**src/rtl/tff_updown_counter_pkg.sv**
```systemverilog
// Shared direction constants and the modulo next-count function for the T-FF counter.
// Latency: n/a (package).
// Backpressure: n/a.
package tff_updown_counter_pkg;

    localparam logic DIR_UP   = 1'b1;
    localparam logic DIR_DOWN = 1'b0;

    // One counting step inside 0..modulus-1; 32-bit math leaves headroom past WIDTH+1.
    function automatic int unsigned mod_next(input int unsigned cur,
                                             input logic        dir,
                                             input int unsigned modulus);
        int unsigned nxt;
        if (dir == DIR_UP) begin
            nxt = (cur >= modulus - 1) ? 0 : cur + 1;
        end else begin
            nxt = (cur == 0) ? modulus - 1 : cur - 1;
        end
        return nxt;
    endfunction

endpackage

```
**src/rtl/tff_updown_counter_if.sv**
```systemverilog
// Control/status bundle between a counter and its driver.
// Latency: n/a (wires only).
// Backpressure: none; the counter accepts a command every cycle.
interface tff_updown_counter_if #(
    parameter int WIDTH = 4
);
    logic             enable;
    logic             up;
    logic             load;
    logic [WIDTH-1:0] d;
    logic [WIDTH-1:0] q;
    logic             tc;
    logic             wrap;

    modport master (
        output enable, up, load, d,
        input  q, tc, wrap
    );

    modport slave (
        input  enable, up, load, d,
        output q, tc, wrap
    );
endinterface

```
**src/rtl/tff_updown_counter_tff_cell.sv**
```systemverilog
// Single toggle flip-flop with asynchronous active-low clear.
// Latency: q flips one clk edge after t is sampled high.
// Backpressure: none.
module tff_cell (
    input  logic clk,
    input  logic rst_n,
    input  logic t,
    output logic q
);

    always_ff @(posedge clk or negedge rst_n) begin
        if (!rst_n) begin
            q <= 1'b0;
        end else if (t) begin
            q <= ~q;
        end
    end

endmodule

```
**src/rtl/tff_updown_counter.sv**
```systemverilog
// Modulo-MODULUS up/down counter with load; state held in T flip-flops driven by toggle masks.
// Latency: q and wrap update one edge after sampling; tc is combinational on q/enable/up.
// Backpressure: none; load > enable > hold is resolved every cycle.
module tff_updown_counter
    import tff_updown_counter_pkg::*;
#(
    parameter int WIDTH   = 4,
    parameter int MODULUS = 10
) (
    input  logic                 clk,
    input  logic                 rst_n,
    tff_updown_counter_if.slave  bus
);

    if (MODULUS < 2 || MODULUS > (2 ** WIDTH)) begin : g_bad_modulus
        $error("tff_updown_counter: MODULUS out of range for WIDTH");
    end

    localparam logic [WIDTH-1:0] MAX_CNT = WIDTH'(MODULUS - 1);

    logic [WIDTH-1:0] q;
    logic [WIDTH-1:0] q_next;
    logic [WIDTH-1:0] q_step;
    logic [WIDTH-1:0] d_clamped;
    logic [WIDTH-1:0] t;
    logic             tc;
    logic             wrap_q;

    // tc doubles as the wrap-event flag whenever a count (not a load) happens.
    assign tc = bus.enable & ((bus.up == DIR_UP) ? (q == MAX_CNT) : (q == '0));

    assign q_step    = WIDTH'(mod_next(32'(q), bus.up, MODULUS));
    assign d_clamped = (32'(bus.d) > 32'(MODULUS - 1)) ? MAX_CNT : bus.d;

    always_comb begin
        q_next = q;
        if (bus.load) begin
            q_next = d_clamped;
        end else if (bus.enable) begin
            q_next = q_step;
        end
    end

    assign t = q ^ q_next;

    for (genvar i = 0; i < WIDTH; i++) begin : g_cell
        tff_cell u_cell (
            .clk   (clk),
            .rst_n (rst_n),
            .t     (t[i]),
            .q     (q[i])
        );
    end

    always_ff @(posedge clk or negedge rst_n) begin
        if (!rst_n) begin
            wrap_q <= 1'b0;
        end else begin
            wrap_q <= ~bus.load & tc;
        end
    end

    assign bus.q    = q;
    assign bus.tc   = tc;
    assign bus.wrap = wrap_q;

endmodule

```
**src/flat_wrapper.sv**
```systemverilog
// flat-port wrapper written by rule: the top's interface ports become plain ports
module tff_updown_counter_flat import tff_updown_counter_pkg::*;
#(
    parameter int WIDTH   = 4,
    parameter int MODULUS = 10
)
  (clk, rst_n, bus_enable, bus_up, bus_load, bus_d, bus_q, bus_tc, bus_wrap);
  tff_updown_counter_if #(.WIDTH(WIDTH)) bus_i ();
  input  logic clk;
  input  logic rst_n;
  input wire logic [$bits(bus_i.enable)-1:0] bus_enable;
  input wire logic [$bits(bus_i.up)-1:0] bus_up;
  input wire logic [$bits(bus_i.load)-1:0] bus_load;
  input wire logic [$bits(bus_i.d)-1:0] bus_d;
  output wire logic [$bits(bus_i.q)-1:0] bus_q;
  output wire logic [$bits(bus_i.tc)-1:0] bus_tc;
  output wire logic [$bits(bus_i.wrap)-1:0] bus_wrap;
  assign bus_i.enable = bus_enable;
  assign bus_i.up = bus_up;
  assign bus_i.load = bus_load;
  assign bus_i.d = bus_d;
  assign bus_q = bus_i.q;
  assign bus_tc = bus_i.tc;
  assign bus_wrap = bus_i.wrap;
  tff_updown_counter #(.WIDTH(WIDTH), .MODULUS(MODULUS)) u_core (.clk(clk), .rst_n(rst_n), .bus(bus_i));
endmodule
```
**config.mk**
```make
export PLATFORM = sky130hd
export DESIGN_NAME = tff_updown_counter_flat
export DESIGN_NICKNAME = d
export VERILOG_FILES = /design/src/rtl/tff_updown_counter_pkg.sv /design/src/rtl/tff_updown_counter_if.sv /design/src/rtl/tff_updown_counter_tff_cell.sv /design/src/rtl/tff_updown_counter.sv /design/src/flat_wrapper.sv
export SDC_FILE = /design/constraint.sdc
export NUM_CORES = 1
export LEC_CHECK = 0
export CORE_MARGIN = 2
export CORE_UTILIZATION = 29
export DETAILED_ROUTE_END_ITERATION = 8
export GPL_TIMING_DRIVEN = 0
export SYNTH_ARGS = -nofsm -noshare
export SYNTH_HDL_FRONTEND = slang
export SYNTH_SLANG_ARGS = --single-unit
```
**constraint.sdc**
```tcl
create_clock -name clk -period 1.4 [get_ports clk]
set_input_delay 0.14 -clock clk [delete_from_list [all_inputs] [get_ports clk]]
set_output_delay 0.14 -clock clk [all_outputs]
set_load 0.01 [all_outputs]
```
=== After elaboration in Yosys (flattened, before gate mapping) ===
Cells that the tools add are included.

* Register bits: 5
* Logic and storage cells: 26
* Output and inout bits: 6
* Input port bits: 9

* Multiplexer cells: 7
* Reductions and logical operators: 1
* Bitwise operators: 8
* $add $sub $neg: 2
* Eq/ne operators: 1
* Order comparisons: 2

{| class="wikitable"
|+ Operators by type and width
! operator !! count
|-
| $mux W4 || 6
|-
| $not A1 Y1 || 5
|-
| $add A4 B1 Y4 const B || 1
|-
| $eq A4 B4 Y1 const B || 1
|-
| $ge A4 B4 Y1 const B || 1
|-
| $gt A4 B4 Y1 const B || 1
|-
| $logic_not A4 Y1 || 1
|-
| $sub A4 B1 Y4 const B || 1
|-
| $xor A4 B4 Y4 || 1
|-
| $and A1 B1 Y1 || 2
|-
| $mux W1 || 1
|}

=== Logic depth before layout (Yosys ltp) ===
Gate-level depths: netlist of run 1.

* Depth in word-level cells: 6
* Depth in mapped cells: 5
* Gate-level depth less buffers: 5

=== Cells and area by module ===
Synthesis of run 1 repeated with hierarchy kept, for this count alone.

* Cell total of the unflattened synthesis: 62
* Area total of the unflattened synthesis: 533.0 µm²

{| class="wikitable"
|+ Modules (own cells, without submodules)
! module !! cells each !! area an instance (µm²) !! seq. area each (µm²) !! instances
|-
| tff_updown_counter || 54 || 397.9 || 25.0 || 1
|-
| tff_cell || 2 || 33.8 || 25.0 || 4
|}

=== Least setup slack after synthesis of run 1 ===
No wires, ideal clock.

* Path type: register to register
* Start point: reg u_core.g_cell[1].u_cell.q
* End point: reg u_core.g_cell[3].u_cell.q
* Data arrival time: 1.344 ns
* Buffers on the path: 0
* Stages on the path, launching flop included: 6
* Setup time: 0.104 ns
* Path slack: -0.048 ns
* Path through: dfrtp_1 > inv_1 > ha_1 > nor3b_4 > a211oi_1 > o41ai_2

* Word-level cells in the longest chain between the ends: 6
* Elaborated cells between the ends (all ways): 10
* Those cells by class: 2 x add/sub; 1 x order compare; 5 x mux; 1 x bitwise; 1 x reduce/logical

{| class="wikitable"
|+ Ends and longest elaborated chain
! element !! RTL line !! text
|-
| start: declaration || tff_updown_counter_tff_cell.sv:8 || <nowiki>output logic q</nowiki>
|-
| start signal: assignment || tff_updown_counter_tff_cell.sv:15 || <nowiki>q <= ~q;</nowiki>
|-
| $sub A4 B1 Y4 (tied with other cells) || tff_updown_counter_pkg.sv:17 || <nowiki>nxt = (cur == 0) ? modulus - 1 : cur - 1;</nowiki>
|-
| $mux W4 (on tied branches) || tff_updown_counter_pkg.sv:17, tff_updown_counter_pkg.sv:15 ||
|-
| $mux W4 (*) || tff_updown_counter_pkg.sv:14 || <nowiki>if (dir == DIR_UP) begin</nowiki>
|-
| $mux W4 (*) || tff_updown_counter.sv:39 || <nowiki>end else if (bus.enable) begin</nowiki>
|-
| $mux W4 (*) || tff_updown_counter.sv:37 || <nowiki>if (bus.load) begin</nowiki>
|-
| $xor A4 B4 Y4 (*) || tff_updown_counter.sv:44 || <nowiki>assign t = q ^ q_next;</nowiki>
|-
| end signal: assignment || tff_updown_counter_tff_cell.sv:15 ||
|-
| end: declaration || tff_updown_counter_tff_cell.sv:8 ||
|}

Mark *: on every way between the ends. The rest lies on a longest branch, timed or not.
A chain may end at the register's enable or synchronous reset.

=== Final worst setup path of run 1 ===
* Start point: reg u_core.g_cell[3].u_cell.q
* End point: out bus_tc

* Word-level cells in the longest chain between the ends: 3
* Elaborated cells between the ends (all ways): 4
* Those cells by class: 1 x eq/ne; 1 x mux; 1 x bitwise; 1 x reduce/logical

{| class="wikitable"
|+ Ends and longest elaborated chain
! element !! RTL line !! text
|-
| $eq A4 B4 Y1 or $logic_not A4 Y1 (tied branches) || tff_updown_counter.sv:30 || <nowiki>assign tc = bus.enable & ((bus.up == DIR_UP) ? (q == MAX_CNT) : (q == '0));</nowiki>
|-
| $mux W1 (*) || tff_updown_counter.sv:30 ||
|-
| $and A1 B1 Y1 (*) || tff_updown_counter.sv:30 ||
|-
| end: declaration || flat_wrapper.sv:16 || <nowiki>output wire logic [$bits(bus_i.tc)-1:0] bus_tc;</nowiki>
|}

Marked as above.

==> results of run 1 <==
per-layer routing:
layer | global-route usage [%] | vias to the layer above | wire [um]
met5 | 0 | - | 0
met2 | 27.6 | 10 | 781
met3 | 1.15 | 4 | 45
met4 | 8.33 | 0 | 19
met1 | 15.9 | 267 | 636
li1 | - | 269 | -
synthesized netlist by cell type (2+ instances only):
cell type  instances  area share [%]
ha_1               4             9.2
a31oi_1            2             2.3
a211oi_1           2             2.8
nor3b_1            3             4.2
o41ai_2            2             6.0
nor4_1             2             2.3
a221oi_1           2             3.2
nor2_1             3             2.1
o21bai_1           2             2.8
dfrtp_1            5              23
inv_1              6             4.2
buf_4              4             5.5
nor2b_1            2             2.3
cell usage in the layout, fill, tap and decap left out, types with 2 or more instances in the layout:
master and count:
a221oi_2 2, a211oi_1 2, nor2b_1 2, dlygate4sd2_1 3, clkbuf_4 3, clkbuf_1 2, buf_6 3, clkdlybuf4s50_1 10
ha_4 3, nor2_1 3, o21bai_1 2, inv_1 4, o41ai_2 2, dfrtp_2 2, dfrtp_1 3, buf_4 8
nor3b_1 3, nor4_1 2
cell type report:
cell class | count | area share (%)
clock buffers | 4 | 3.02
plain buffers | 7 | 5.76
well taps | 25 | 3.60
repair buffers | 20 | 21.2
inverters | 6 | 2.88
flip-flops and latches | 5 | 14.7
multi-input cells | 42 | 48.9
registers in the layout (all words and copies together) (netlist names):
signal and cells:
u_core.g_cell.u_cell.q 4, u_core.bus.wrap 1
metrics by stage:
stage | hold WS (ns) | setup TNS [ns] | instances | util (%) | instance area (um^2)
after CTS | 0.116 | -0.567 | 109 | 47.2 | 825
after detailed placement | 0.374 | -1.33 | 99 | 41.0 | 716
after global placement | 0.371 | -1.28 | 99 | 41.0 | 716
final | 0.109 | -0.515 | 109 | 49.8 | 870
after floorplan | -0.156 | -0.0137 | 60 | - | 544
after global routing | 0.123 | -0.847 | 109 | 49.8 | 870
cells by family (layout without fill, tap and decap cells):
kind of cell,after synthesis,count (layout)
AOI/OAI and AO/OA,19,19
and+or+nand+nor,18,18
buffers and inverters,13,37
DFF,5,5
adders and majority gates,4,4
xor gates and xnor gates,1,1
critical path, cell delays in order (launching register included):
cell and delay, ns:
dfrtp_1 0.37, clkbuf_2 0.18, inv_1 0.22, a31oi_4 0.13, nor3_2 0.12, buf_2 0.15
power groups by stage:
stage / Combinational, mW / Clock [mW] / Sequential, mW
after floorplan: 0.187 / 0 / 0.180
after global placement: 0.280 / 0 / 0.187
after detailed placement: 0.281 / 0 / 0.188
after CTS: 0.341 / 0.174 / 0.182
after global routing: 0.409 / 0.183 / 0.185
final: 0.380 / 0.170 / 0.184
final timing paths:
kind	startpoint	endpoint	slack, ns	cells after the start
max	u_core.g_cell[3].u_cell.q	bus_tc	-0.16	5
min	rst_n	u_core.bus.wrap	0.11	1
max reg2reg	u_core.g_cell[0].u_cell.q	u_core.g_cell[3].u_cell.q	-0.11	4
min reg2reg	u_core.g_cell[2].u_cell.q	u_core.bus.wrap	0.64	2
max in group asynchronous	rst_n	u_core.g_cell[0].u_cell.q	1.09	1
min in group clk	bus_d[0]	u_core.g_cell[0].u_cell.q	0.53	3
timing repair:
item / in CTS / in global routing
gates resized for setup: 17 / 8
setup buffers: 6 / 0
hold endpoints to repair: 0 / 0
setup endpoints to repair: 8 / 7
pin swaps: 5 / 3
==> flow_summary.toml, run 1 <==
[clock_tree]
cts_tree = "done"
root_buffer = "clkbuf_4"
clockBufferDepth = 2
postCtsHoldBufs = 0
cts.sinks = 5
clkTransAtPathRegs_ns = 0.04
cts_buffers = 3
worstSkewPairLatency_ns = 0.25
h-tree-depth = 1

[yosys]
syn_avg_cell_area_um2 = 9.03
synth_top_family_by_area = "compound AO/OA/AOI/OAI gates"
synthArstFlopShare_pct = 100
synth.area.mux_share_pct = 0
yosys.area_share.simple_pct = 22.6
synth_seq_cells = 5
synth_fa_ha_area_share_pct = 9.24
synthCells = 60
synth-edff-count = 0
syn_area_um2 = 542
synth-seq-area-share_pct = 23.1
synth_compound_area_share_pct = 30.0
synth_top_flop_cell = "dfrtp_1"
ys_types = 34
synth_xor_area_share_pct = 1.62
ys_warn_count = 0
syn_nets = 73

[critical_path]
cp.required_ns = 1.26
cp-end-kind = "output pin"
critPathKind = "reg -> out"
cp_data_arrival_time_ns = 1.42
startpoint_type = "register"
crit_fanout = 9

[pwr]
total_power_mw = 0.734
internal_power_mw = 0.471
p_seq_share_pct = 25.1
p_comb_share_pct = 51.8
p_sw_mw = 0.264
vdd_drop_max_mv = 0.315
clock_power_share_pct = 23.1
switching_share_pct = 35.9
leakagePower_nw = 0.360
p_per_area_nw_per_um2 = 844

[timing]
report.final.slew_viol_count = 0
fin_skew_ns = 0.00405
rsz0062_at_grt = "yes"
finalCritPeriodShare_pct = 112
layout_min_cycle_time_ns = 1.56
setup_slack_ns = -0.163
setup-violations-final = 6
hold_viol_final = 0
fmax_mhz = 640
max-slew-margin-rel_pct = 73.6
worst_pin_slew_ns = 0.396

[grt]
grt_max_degree = 11
grt_pass1_wl_mm = 2.32
grt_use_total_pct = 14.7
overflow = 0
grt_pass1_vias = 535
antenna_found_initial = 0

[die]
core-area_um2 = 1750
boundaryPins = 15
die_y_um = 47.2
die_x_um = 47.2
start_util_pct = 31.0
die_area_um2 = 2230
fp-row-count = 15

[placed_design]
dp_hpwl_um = 970
gp_congestion = 0.753
dp_slack_ns = -0.458
numPortBuffers = 14

[finish]
fill_cells = 162
multi_input_area_um2 = 425
drive_gt1_share_pct = 39.3
nets = 98
diodes = 0
regArea_um2 = 128
areaGrowthSynthToFinish_pct = 60.5

[detailed_routing]
ant_nets = 0
vias_per_cell = 5.05
wirelength_mm = 1.48
drt_pass1_iterations = 4
drt_iter0_drc = 5
vias = 550
detail_route.wl_per_cell_um = 13.6
drc_errors = 0

[outcome]
status = "complete, but fails checks"
violations = "setup timing"

[flow_run]
maxCapViolCount = 0

[min_path]
hp-class = "in -> async"
Power figures use the tool's default switching activity.
==> inputs of run 2 (changes only) <==
- DONT_BUFFER_PORTS: default -> 1
- RECOVER_POWER: default -> 50
==> flow_summary.toml, run 2 (synthesis results as in run 1) <==
[timing]
whs_ns = 0.0453
layout_min_cycle_time_ns = 1.51
fmax_mhz = 662
finalCritPeriodShare_pct = 108
max-slew-margin-rel_pct = 69.4
setup_slack_ns = -0.111
rsz0062_at_grt = "yes"
fin_skew_ns = 0.00419
hold_viol_final = 0
report.final.slew_viol_count = 0
fin_setup_tns_ns = -0.426
worst_pin_slew_ns = 0.456
setup-violations-final = 5

[outcome]
status = "complete, but fails checks"
violations = "setup timing"

[finish]
stdcell_count = 99
areaGrowthSynthToFinish_pct = 51.0
final_common_cell = "buf_4"
largest_reg_flops = 4
fill_cells = 170
nets = 88
drive_gt1_share_pct = 55.4
top_register = "u_core.g_cell.u_cell.q"
final_cell_mix = "buf_4 (9), buf_6 (5)"
diodes = 0

[critical_path]
cp_data_arrival_time_ns = 1.61
crit_fanout = 6
ff2ff_path_depth = 4
crit_start = "u_core.g_cell[0].u_cell.q"
r2r-end = "u_core.g_cell[3].u_cell.q"
cp-end-kind = "register"
critPathKind = "reg -> reg"
crit_path_end = "u_core.g_cell[3].u_cell.q"
cp.required_ns = 1.50
r2r-start = "u_core.g_cell[0].u_cell.q"
rrSetupSlack_ns = -0.11
startpoint_type = "register"

[min_path]
hp-class = "in -> reg"

[detailed_routing]
detail_route.wl_per_cell_um = 14.7
vias_per_cell = 5.23
ant_nets = 0
drt_pass1_iterations = 5
vias = 518
drt_iter0_drc = 16
wirelength_mm = 1.46
drc_errors = 0

[die]
start_util_pct = 31.0
core-area_um2 = 1750
boundaryPins = 15
die_area_um2 = 2230
die_x_um = 47.2
die_y_um = 47.2
fp-row-count = 15

[grt]
grt_pass1_wl_mm = 2.19
grt_max_degree = 11
antenna_found_initial = 0
grt_pass1_vias = 480
overflow = 0
grt_use_total_pct = 14.3

[clock_tree]
clockBufferDepth = 2
cts.sinks = 5
clkTransAtPathRegs_ns = 0.04
cts_tree = "done"
cts_buffers = 3
h-tree-depth = 1
worstSkewPairLatency_ns = 0.24
root_buffer = "clkbuf_4"

[placed_design]
numPortBuffers = 0
gp_congestion = 0.742
dp_hpwl_um = 875
dpl.cell_count = 85

[pwr]
total_power_mw = 0.727
p_per_area_nw_per_um2 = 888
vdd_drop_max_mv = 0.377
leakagePower_nw = 0.326

[flow_run]
maxCapViolCount = 0
==> run 2: what timing repair did <==
action,CTS,global route
buffers inserted,5,4
endpoints found under the hold margin,5,0
hold buffers,1,0
resized for setup,14,14
endpoints found under the setup margin,5,5
pin swaps,5,11
==> run 2: worst max-delay path, cell delays in order, from the launching register on <==
cell and delay (ns):
dfrtp_2 0.46, buf_6 0.16, or3_4 0.32, a221oi_2 0.31, o41ai_2 0.12
==> run 2: cell type report <==
class,count,area (um^2),area share [%]
Timing Repair Buffer,10,92.6,11.3
Sequential cell,5,128,15.6
Tap cell,25,31.3,3.82
Multi-Input combinational cell,42,463,56.6
Inverter,6,27.5,3.36
Buffer,7,50.0,6.12
Clock buffer,4,26.3,3.21
==> run 2: how the worst min path moves through the flow <==
| stage | from | to | depth (start not counted) |
|---|---|---|---|
| CTS | bus_d[3] | u_core.g_cell[3].u_cell.q | 2 |
| floorplan | rst_n | u_core.bus.wrap | 0 |
| global route | bus_d[3] | u_core.g_cell[3].u_cell.q | 2 |
| finish | bus_d[3] | u_core.g_cell[3].u_cell.q | 2 |
| detailed placement | rst_n | u_core.bus.wrap | 0 |
| global placement | rst_n | u_core.bus.wrap | 0 |
==> run 2: power by group <==
part	internal (mW)	switching [mW]	total [mW]	leakage [nW]
registers	0.162	0.0218	0.184	0.0605
clock network	0.107	0.0539	0.161	0.0150
logic	0.197	0.184	0.381	0.251
==> run 2: per-stage QoR <==
step / worst slack (ns) / util [%] / area [um^2]
after floorplan: -0.00699 / - / 544
after global placement: -0.267 / 33.0 / 576
after detailed placement: -0.271 / 33.0 / 576
after CTS: -0.126 / 41.1 / 717
after global routing: -0.143 / 46.9 / 818
final: -0.111 / 46.9 / 818
==> run 2: metal layers <==
| layer | routed length [um] | part of all wire, % | global-route usage [%] |
|---|---|---|---|
| met5 | 0 | 0 | 0 |
| met1 | 596 | 41 | 15.9 |
| met4 | 2 | 0.14 | 6.67 |
| met2 | 822 | 56 | 25.1 |
| met3 | 34 | 2.3 | 3.46 |
